===== src/rtl/plot_sequencer.sv =====
// rtl/plot_sequencer.sv - frame-buffer clear and single-sweep sine plot sequencer
module plot_sequencer #(
    parameter int          WIDTH    = 160,
    parameter int          HEIGHT   = 120,
    parameter int          ADDR_W   = 15,
    parameter logic [11:0] BG_COLOR = 12'h000
) (
    input  logic              clk,
    input  logic              reset,
    input  logic              start,
    input  logic              auto,
    input  logic              frame_sync,
    input  logic [7:0]        plot_x,
    input  logic [7:0]        plot_y,
    input  logic [11:0]       plot_color,
    output logic              plot_en,
    output logic [ADDR_W-1:0] fb_addr,
    output logic [11:0]       fb_data,
    output logic              fb_we,
    output logic              busy,
    output logic              done,
    output logic              clipped
);

    localparam logic [ADDR_W-1:0] LAST_PIX   = ADDR_W'(WIDTH * HEIGHT - 1);
    localparam logic [ADDR_W-1:0] LAST_COL   = ADDR_W'(WIDTH - 1);
    localparam logic [ADDR_W-1:0] LAST_DRAIN = ADDR_W'(1);
    localparam logic [ADDR_W-1:0] ROW_PITCH  = ADDR_W'(WIDTH);
    localparam logic [7:0]        Y_LIMIT    = 8'(HEIGHT);

    typedef enum logic [2:0] {
        S_IDLE,
        S_WAIT_SYNC,
        S_CLEAR,
        S_PLOT,
        S_DRAIN,
        S_DONE
    } state_t;

    state_t            state;
    state_t            state_nx;
    logic [ADDR_W-1:0] cnt;
    logic [ADDR_W-1:0] cnt_nx;
    logic              clr_clip;

    // Stage 1: column index delayed to line up with the plotter's ROM sample
    logic [7:0]        s1_x;
    logic              s1_valid;

    // Stage 2: registered plot write
    logic [ADDR_W-1:0] wr_addr;
    logic [11:0]       wr_data;
    logic              wr_we;

    logic [ADDR_W-1:0] addr_calc;
    logic              in_range;

    always_ff @(posedge clk) begin
        if (reset) begin
            state <= S_IDLE;
            cnt   <= '0;
        end else begin
            state <= state_nx;
            cnt   <= cnt_nx;
        end
    end

    always_comb begin
        state_nx = state;
        cnt_nx   = cnt;
        clr_clip = 1'b0;
        case (state)
            S_IDLE: begin
                if (start) begin
                    state_nx = S_WAIT_SYNC;
                    cnt_nx   = '0;
                    clr_clip = 1'b1;
                end
            end
            S_WAIT_SYNC: begin
                if (frame_sync) begin
                    state_nx = S_CLEAR;
                    cnt_nx   = '0;
                end
            end
            S_CLEAR: begin
                if (cnt == LAST_PIX) begin
                    state_nx = S_PLOT;
                    cnt_nx   = '0;
                end else begin
                    cnt_nx = cnt + 1'b1;
                end
            end
            S_PLOT: begin
                if (cnt == LAST_COL) begin
                    state_nx = S_DRAIN;
                    cnt_nx   = '0;
                end else begin
                    cnt_nx = cnt + 1'b1;
                end
            end
            S_DRAIN: begin
                if (cnt == LAST_DRAIN) begin
                    state_nx = S_DONE;
                    cnt_nx   = '0;
                end else begin
                    cnt_nx = cnt + 1'b1;
                end
            end
            S_DONE: begin
                cnt_nx = '0;
                if (auto) begin
                    state_nx = S_WAIT_SYNC;
                    clr_clip = 1'b1;
                end else begin
                    state_nx = S_IDLE;
                end
            end
            default: begin
                state_nx = S_IDLE;
                cnt_nx   = '0;
            end
        endcase
    end

    assign busy    = (state != S_IDLE);
    assign plot_en = (state == S_PLOT);
    assign done    = (state == S_DONE);

    always_ff @(posedge clk) begin
        if (reset) begin
            s1_x     <= '0;
            s1_valid <= 1'b0;
        end else begin
            s1_x     <= plot_x;
            s1_valid <= plot_en;
        end
    end

    // Address wraps harmlessly for clipped samples since they never write
    assign addr_calc = ADDR_W'(plot_y) * ROW_PITCH + ADDR_W'(s1_x);
    assign in_range  = (plot_y < Y_LIMIT);

    always_ff @(posedge clk) begin
        if (reset) begin
            wr_addr <= '0;
            wr_data <= '0;
            wr_we   <= 1'b0;
        end else begin
            wr_we <= s1_valid && in_range;
            if (s1_valid) begin
                wr_addr <= addr_calc;
                wr_data <= plot_color;
            end
        end
    end

    always_ff @(posedge clk) begin
        if (reset) begin
            clipped <= 1'b0;
        end else if (clr_clip) begin
            clipped <= 1'b0;
        end else if (s1_valid && !in_range) begin
            clipped <= 1'b1;
        end
    end

    // Clear and plot phases are disjoint in time, so a simple mux suffices
    always_comb begin
        fb_we   = wr_we;
        fb_addr = wr_addr;
        fb_data = wr_data;
        if (state == S_CLEAR) begin
            fb_we   = 1'b1;
            fb_addr = cnt;
            fb_data = BG_COLOR;
        end
    end

endmodule

===== config.mk =====
export PLATFORM = sky130hd
export DESIGN_NAME = plot_sequencer
export DESIGN_NICKNAME = d
export VERILOG_FILES = /design/src/rtl/plot_sequencer.sv
export SDC_FILE = /design/constraint.sdc
export NUM_CORES = 1
export LEC_CHECK = 0
export ABC_AREA = 1
export CORE_ASPECT_RATIO = 0.7
export CORE_MARGIN = 3
export CORE_UTILIZATION = 52
export CTS_CLUSTER_DIAMETER = 50
export DETAILED_ROUTE_END_ITERATION = 10
export GPL_TIMING_DRIVEN = 1
export HOLD_SLACK_MARGIN = 0.08
export PLACE_DENSITY = 0.77
export REMOVE_ABC_BUFFERS = 1
export SYNTH_ARGS = -nofsm -noshare
export SYNTH_HDL_FRONTEND = slang
export SYNTH_SLANG_ARGS = --single-unit

===== constraint.sdc =====
create_clock -name clk -period 3.08 [get_ports clk]
set_clock_uncertainty 0.1 [all_clocks]
set_input_delay 0.616 -clock clk [delete_from_list [all_inputs] [get_ports clk]]
set_output_delay 0.616 -clock clk [all_outputs]
set_load 0.05 [all_outputs]

=== After elaboration in Yosys (flattened, before gate mapping) ===
Index checks and enable logic that the tools add are counted.
Widths: inputs -> output; s select.

* Flip-flop bits (word level): 56
* Latch bits: 0
* Bits in writable memories: 0
* ROM bits: 0
* Output and inout bits: 32
* Memories: 0

* Add/sub/neg operators: 2
* Multipliers: 1
* Div/mod/pow operators: 0
* Order comparisons: 1
* Equality and inequality tests: 13
* Shift-type cells: 0
* Multiplexer cells: 19
* Bitwise logic cells: 0
* Reductions and logical operators: 8

{| class="wikitable"
|+ Operators by type and width
! operator !! number
|-
| $mux 15 || 6
|-
| $pmux 15 s5 || 1
|-
| $pmux 3 s6 || 1
|-
| $add 15x1->15 const B || 1
|-
| $add 15x8->15 || 1
|-
| $eq 15x1->1 const B || 1
|-
| $eq 15x15->1 const B || 1
|-
| $eq 15x8->1 const B || 1
|-
| $mux 3 || 5
|-
| $mux 12 || 1
|-
| $mul 8x3->10 const B || 1
|-
| $lt 8x7->1 const B || 1
|-
| $ne 2x2->1 const B || 4
|-
| $eq 3x2->1 const B || 2
|-
| $eq 3x3->1 const B || 2
|-
| $reduce_and 5->1 || 1
|-
| $mux 1 || 4
|-
| $eq 3x1->1 const B || 1
|-
| $logic_not 3->1 || 1
|-
| $reduce_bool 3->1 || 1
|-
| $logic_and 1x1->1 || 2
|-
| $ne 2x1->1 const B || 1
|-
| $pmux 1 s2 || 1
|-
| $reduce_and 2->1 || 1
|-
| other kinds (2) || 2
|}

=== Depth between registers and ports, before layout ===
Gate-level depths: netlist of run 1.

* Word-level depth: 3
* Mapped depth: 13

=== Worst setup path before layout of run 1 ===
Ideal clock, no wire load.

* Kind: flip-flop to output port
* Start: reg state[1]
* End: out fb_addr[10]
* Data arrival time: 2.127 ns
* Data required time: 2.364 ns
* Slack: 0.237 ns
* Cell stages (with the launch flop): 6
* Buffers on the path: 1
* Cell sequence: dfxtp_1 nand2_1 nor2_4 inv_1 clkbuf_1 o21ai_0

* Word-level cells in the longest chain between the ends: 2

{| class="wikitable"
|+ Ends and longest elaborated chain
! element !! RTL line !! source
|-
| from (decl) || 40 || <nowiki>state_t state;</nowiki>
|-
| from (signal assigned) || 63 || <nowiki>state <= state_nx;</nowiki>
|-
| $eq 3x2->1 || 173 || <nowiki>if (state == S_CLEAR) begin</nowiki>
|-
| $mux 15 || 173 ||
|-
| to (decl) || 17 || <nowiki>output logic [ADDR_W-1:0] fb_addr,</nowiki>
|}

No other way between the ends.

=== Worst setup path in the final report of run 1 ===
* Start: reg state[1]
* End: out fb_we

* Word-level cells in the longest chain between the ends: 2

{| class="wikitable"
|+ Ends and longest elaborated chain
! element !! RTL line !! source
|-
| $eq 3x2->1 || 173 ||
|-
| $mux 1 || 173 ||
|-
| to (decl) || 19 || <nowiki>output logic fb_we,</nowiki>
|}

No other way between the ends.

==> results of run 1 <==
sequential cells by signal, summed over array words and instances (netlist names):
| name | flops |
|---|---|
| clipped | 1 |
| cnt | 15 |
| wr_we | 1 |
| s1_valid | 1 |
| state | 3 |
| wr_data | 12 |
| s1_x | 8 |
| wr_addr | 15 |
critical path: cells and delay by family, from the launching register on:
kind / cells / cell delay [ns]
buf+inv: 1 / 0.79
simple gates: 3 / 0.68
flops: 1 / 0.47
area by class of cell:
type,instances,area (um2),share of cell area [%]
multi-input cells,355,1870,42.2
well taps,75,93.8,2.12
flip-flops and latches,56,1120,25.3
clock inverters,1,30.0,0.679
inverters,86,325,7.35
clock buffers,5,68.8,1.55
repair buffers,73,921,20.8
metal layers:
metal / up-vias / wire [um]
met5: - / 0
met4: 0 / 111
met3: 13 / 717
met2: 148 / 3720
met1: 1519 / 4210
li1: 1741 / -
placed cells by master (no fill, tap or decap), drive strengths merged, types with 2 or more instances in the layout:
| cell type | count |
|---|---|
| nand3 | 32 |
| nand4 | 8 |
| nand2 | 110 |
| xnor2 | 3 |
| clkdlybuf4s50 | 37 |
| ha | 17 |
| fa | 2 |
| or2 | 4 |
| dfxtp | 56 |
| xor2 | 6 |
| o21ai | 47 |
| inv | 86 |
| nor3 | 14 |
| buf | 35 |
| clkbuf | 5 |
| nor2 | 81 |
| o211ai | 6 |
| a21oi | 22 |
through the flow:
| step | setup slack [ns] | std cells |
|---|---|---|
| floorplan | 0.00705 | 497 |
| global placement | 0.0101 | 645 |
| detailed placement | -0.0859 | 645 |
| CTS | 0.0612 | 651 |
| global route | 0.0158 | 651 |
| finish | 0.104 | 651 |
cell families (layout without fill, tap and decap cells):
| logic type | after synthesis | after routing |
|---|---|---|
| flops | 56 | 56 |
| simple gates | 250 | 250 |
| fa+ha+maj | 19 | 19 |
| xor+xnor | 9 | 9 |
| compound gates | 77 | 77 |
| buf+inv | 103 | 165 |
power by group:
group	internal [mW]	switching [mW]
clock	0.234	0.226
combinational	0.417	0.751
sequential	0.787	0.0553
how the worst max path moves through the flow:
stage | start | to
after floorplan | state[1] | fb_addr[0]
after global placement | plot_y[1] | wr_addr[14]
after detailed placement | plot_y[1] | wr_addr[14]
after CTS | state[1] | fb_addr[12]
after global routing | state[1] | fb_we
final | state[1] | fb_we
==> results.json, run 1 <==
{
  "gr-max-usage-layer": "met2",
  "clock-root-buffer": "clkbuf_8",
  "p_total_mw": 2.47,
  "cts_resized": 0,
  "ys_types": 32,
  "min_period_ns": 2.98,
  "place_congestion": 0.932,
  "muxShareOfSynthArea_pct": 0,
  "dieHeight_um": 73.5,
  "reg2reg_to": "wr_addr[13]",
  "clock_latency_ns": 0.31,
  "port_buffers": 64,
  "hold_depth": 2,
  "p_leak_nw": 2.15,
  "worst_pin_slew_ns": 0.902,
  "firstDrtPassIters": 5,
  "clk_pin_slew_ns": 0.10,
  "start_util_pct": 56.3,
  "dieArea_mm2": 0.00753,
  "core_mm2": 0.00601,
  "setup_tns_ns": 0,
  "met1_usage_pct": 36.5,
  "final_nets": 629,
  "hold_path.class": "register to register",
  "hold_violations": 0,
  "grt_start_max_net_pins": 31,
  "synth-simple-area-share_pct": 33.1,
  "via_per_inst": 5.25,
  "drc": 0,
  "synth-main-ff-cell": "dfxtp_1",
  "finalCritPeriodShare_pct": 96.6,
  "cts_buffer_depth": 2,
  "synth_top_area_share_pct": 33.1,
  "area_delta_synth_final_pct": 30.7,
  "hpwl_um": 6690,
  "netlist_top_cells_area": "dfxtp_1 33%, nand2_1 12%, inv_1 9.3%",
  "drive_gt1_share_pct": 11.1,
  "cts_setup_buffers": 0,
  "final_antenna_net_count": 0,
  "worst_r2r_path_depth": 9,
  "dr.first_iter.drc_count": 206,
  "synth_commonest_cells": "105 x nand2_1, 84 x inv_1, 76 x nor2_1",
  "crit_required_ns": 2.36,
  "max_freq_mhz": 336,
  "cts_hold_buf": 0,
  "wl_per_cell_um": 13.5,
  "synth_area_mm2": 0.00339,
  "grt_pass1_wl_um": 14800,
  "dpl-instance-area_mm2": 0.00432,
  "syn_inst": 514,
  "path_class": "register to primary output",
  "slew_headroom_pct": 39.8,
  "r2r_start": "s1_x[5]",
  "grtUsageMet3_pct": 4.84,
  "synth_compound_area_share_pct": 12.2,
  "cts_buffers": 5,
  "ir_worst_vdd_mv": 0.385,
  "yosysWarnings": 0,
  "min_to": "wr_addr[1]",
  "grt_pass1_vias": 3150,
  "rsz0062_at_grt": "false",
  "io_pins": 65,
  "synth-seq-cells": 56,
  "htreeDepth": 2,
  "yosysSeqAreaShare_pct": 33.1,
  "regToRegSetupSlack_ns": 0.96,
  "diodes": 0,
  "synth_edf_count": 0,
  "crit_slowest_cell": "clkdlybuf4s50_1",
  "n_fill_cell": 486,
  "synth_xor_area_share_pct": 2.33,
  "hold_slack_ns": 0.369,
  "cts_tree": "done",
  "synth-adder-area-share_pct": 7.46,
  "cts_sinks": 56,
  "grt-ovfl-total": 0,
  "final_core_util_pct": 73.6,
  "max_cap_viol_count": 0,
  "synthArstFlopShare_pct": 0,
  "fin_area_mm2": 0.00443,
  "slew_violations": 0,
  "cpPeakStageDelay_ns": 0.79,
  "setup_viol_count_final": 0,
  "antenna_found_initial": 0,
  "critical_path.endpoint_type": "primary output",
  "grtUsageTotal_pct": 25.0,
  "min-delay-start": "s1_x[1]",
  "synth.most_common_cell": "nand2_1",
  "yosysTopAreaCell": "dfxtp_1",
  "power_density_mw_per_mm2": 558,
  "die_x_um": 102,
  "rows": 23,
  "via_count": 3421,
  "synth_top_family_by_area": "simple AND/OR/NAND/NOR gates",
  "run_status": "completed",
  "cp_data_arrival_time_ns": 2.26,
  "use_met2_pct": 37.5,
  "crit_path_start_kind": "register",
  "worstPathCellList": "nand2_1 > nor2_4 > or2_2 > clkdlybuf4s50_1",
  "totalWireLength_um": 8760,
  "syn_avg_cell_area_um2": 6.59,
  "critPathMaxFanout": 13
}
Power figures use the tool's default switching activity.
==> run 2: changes to the inputs <==
--- a/config.mk
+++ b/config.mk
@@ -6,6 +6,7 @@
 export NUM_CORES = 1
 export LEC_CHECK = 0
 export ABC_AREA = 1
+export CAP_MARGIN = 20
 export CORE_ASPECT_RATIO = 0.7
 export CORE_MARGIN = 3
 export CORE_UTILIZATION = 52
@@ -14,6 +15,7 @@
 export GPL_TIMING_DRIVEN = 1
 export HOLD_SLACK_MARGIN = 0.08
 export PLACE_DENSITY = 0.77
+export RECOVER_POWER = 25
 export REMOVE_ABC_BUFFERS = 1
 export SYNTH_ARGS = -nofsm -noshare
 export SYNTH_HDL_FRONTEND = slang
==> run 2 against run 1 <==
Critical path depth did not move. Setup slack got worse by 0.0065 ns. Sequential cell count unchanged. Critical path type unchanged. Largest power group unchanged.
==> results.json, run 2 (synthesized netlist as in run 1, its figures left out) <==
{
  "regToRegSetupSlack_ns": 0.91,
  "dpl-instance-area_mm2": 0.00432,
  "critPathLaunch": "state[1]",
  "dr.first_iter.drc_count": 215,
  "grtUsageTotal_pct": 25.0,
  "rows": 23,
  "grt_pass1_wl_um": 14800,
  "fin_area_mm2": 0.00442,
  "area_delta_synth_final_pct": 30.5,
  "critical_path.endpoint_type": "primary output",
  "port_buffers": 64,
  "run_status": "completed",
  "drc": 0,
  "path_class": "register to primary output",
  "place_congestion": 0.932,
  "cts_tree": "done",
  "hpwl_um": 6690,
  "grt-ovfl-total": 0,
  "firstDrtPassIters": 5,
  "core_mm2": 0.00601,
  "crit_path_start_kind": "register",
  "final_nets": 629,
  "hold_path.class": "register to register",
  "cts_sinks": 56,
  "rsz0062_at_grt": "false",
  "p_leak_nw": 2.15,
  "wl_met3_um": 760,
  "htreeDepth": 2,
  "antenna_found_initial": 0,
  "diodes": 0,
  "dieArea_mm2": 0.00753,
  "slew_headroom_pct": 22.8,
  "clock-root-buffer": "clkbuf_8",
  "critPathMaxFanout": 13,
  "wl_per_cell_um": 13.5,
  "max_freq_mhz": 335,
  "clk_pin_slew_ns": 0.09,
  "setup_tns_ns": 0,
  "final_cell_mix": "105 x nand2_1, 84 x inv_1, 76 x nor2_1",
  "cts_buffers": 5,
  "start_util_pct": 56.3,
  "max_cap_viol_count": 0,
  "top_regs": "cnt x15, wr_addr x15, wr_data x12",
  "grt_start_max_net_pins": 31,
  "final_core_util_pct": 73.5,
  "dieHeight_um": 73.5,
  "via_per_inst": 5.23,
  "finalCritPeriodShare_pct": 96.8,
  "via_count": 3404,
  "clock_latency_ns": 0.30,
  "power_density_mw_per_mm2": 558,
  "setup_viol_count_final": 0,
  "grt_pass1_vias": 3150,
  "cts_hold_buf": 0,
  "io_pins": 65,
  "crit_required_ns": 2.36,
  "slew_violations": 0,
  "totalWireLength_um": 8790,
  "min-delay-start": "s1_x[3]",
  "ir_worst_vdd_mv": 0.385,
  "r2r_start": "s1_x[5]",
  "cp_data_arrival_time_ns": 2.27,
  "min_period_ns": 2.98,
  "drive_gt1_share_pct": 10.9,
  "met2_wirelength_um": 3700,
  "die_x_um": 102,
  "worst_pin_slew_ns": 1.16,
  "wl_met1_um": 4220,
  "cts_buffer_depth": 2,
  "hold_violations": 0,
  "final_antenna_net_count": 0,
  "final_common_cell": "nand2_1",
  "highest_layer": "met4"
}
[run 2: cell types whose count changed in the layout (fill, tap and decap cells not counted)]
cell	before	now
buf_4	13	11
clkbuf_1	0	1
clkbuf_2	0	1
clkdlybuf4s50_1	37	36
dlygate4sd3_1	0	1
[run 2: routing by layer]
layer  vias to the layer above  global-route usage (%)
li1                       1746                       -
met1                      1487                    36.5
met2                       161                    37.5
met3                        10                    4.84
met4                         0                    6.70
met5                         -                       0
[run 2: worst max-delay path: stages (launching register included)]
cell,delay (ns)
dfxtp_1,0.47
nand2_1,0.18
nor2_4,0.33
or2_2,0.18
clkdlybuf4s50_1,0.79
[run 2: final cells by class]
cell class,instances,area [um2]
Multi-Input combinational cell,355,1870
Fill cell,489,1600
Sequential cell,56,1120
Timing Repair Buffer,73,915
Inverter,86,325
Tap cell,75,93.8
Clock buffer,5,68.8
Clock inverter,1,30.0
[run 2: report_power, final]
part	switching, mW	total [mW]	internal, mW
sequential	0.0549	0.842	0.788
combinational	0.751	1.17	0.416
clock	0.224	0.457	0.234
total	1.03	2.47	1.44
[run 2: what timing repair did]
item	4_1_cts	5_1_grt
gates resized for setup	0	1
endpoints found under the setup margin	0	1
setup buffers	0	0
[run 2: stage by stage]
step	hold slack, ns	power [mW]	std cells	worst slack, ns
6_report	0.366	2.47	651	0.0973
5_1_grt	0.406	2.60	651	0.0158
4_1_cts	0.364	2.47	651	0.0612
2_1_floorplan	0.331	1.59	497	0.00705
3_5_place_dp	0.340	2.02	645	-0.0859
3_3_place_gp	0.335	1.99	645	0.0101
[run 2: path summary, 6_finish.rpt]
path	to	depth (start not counted)
worst min-delay path	wr_addr[3]	2
worst max-delay path	fb_we	4
worst max register to register	wr_addr[13]	9
worst min register to register	wr_addr[3]	2
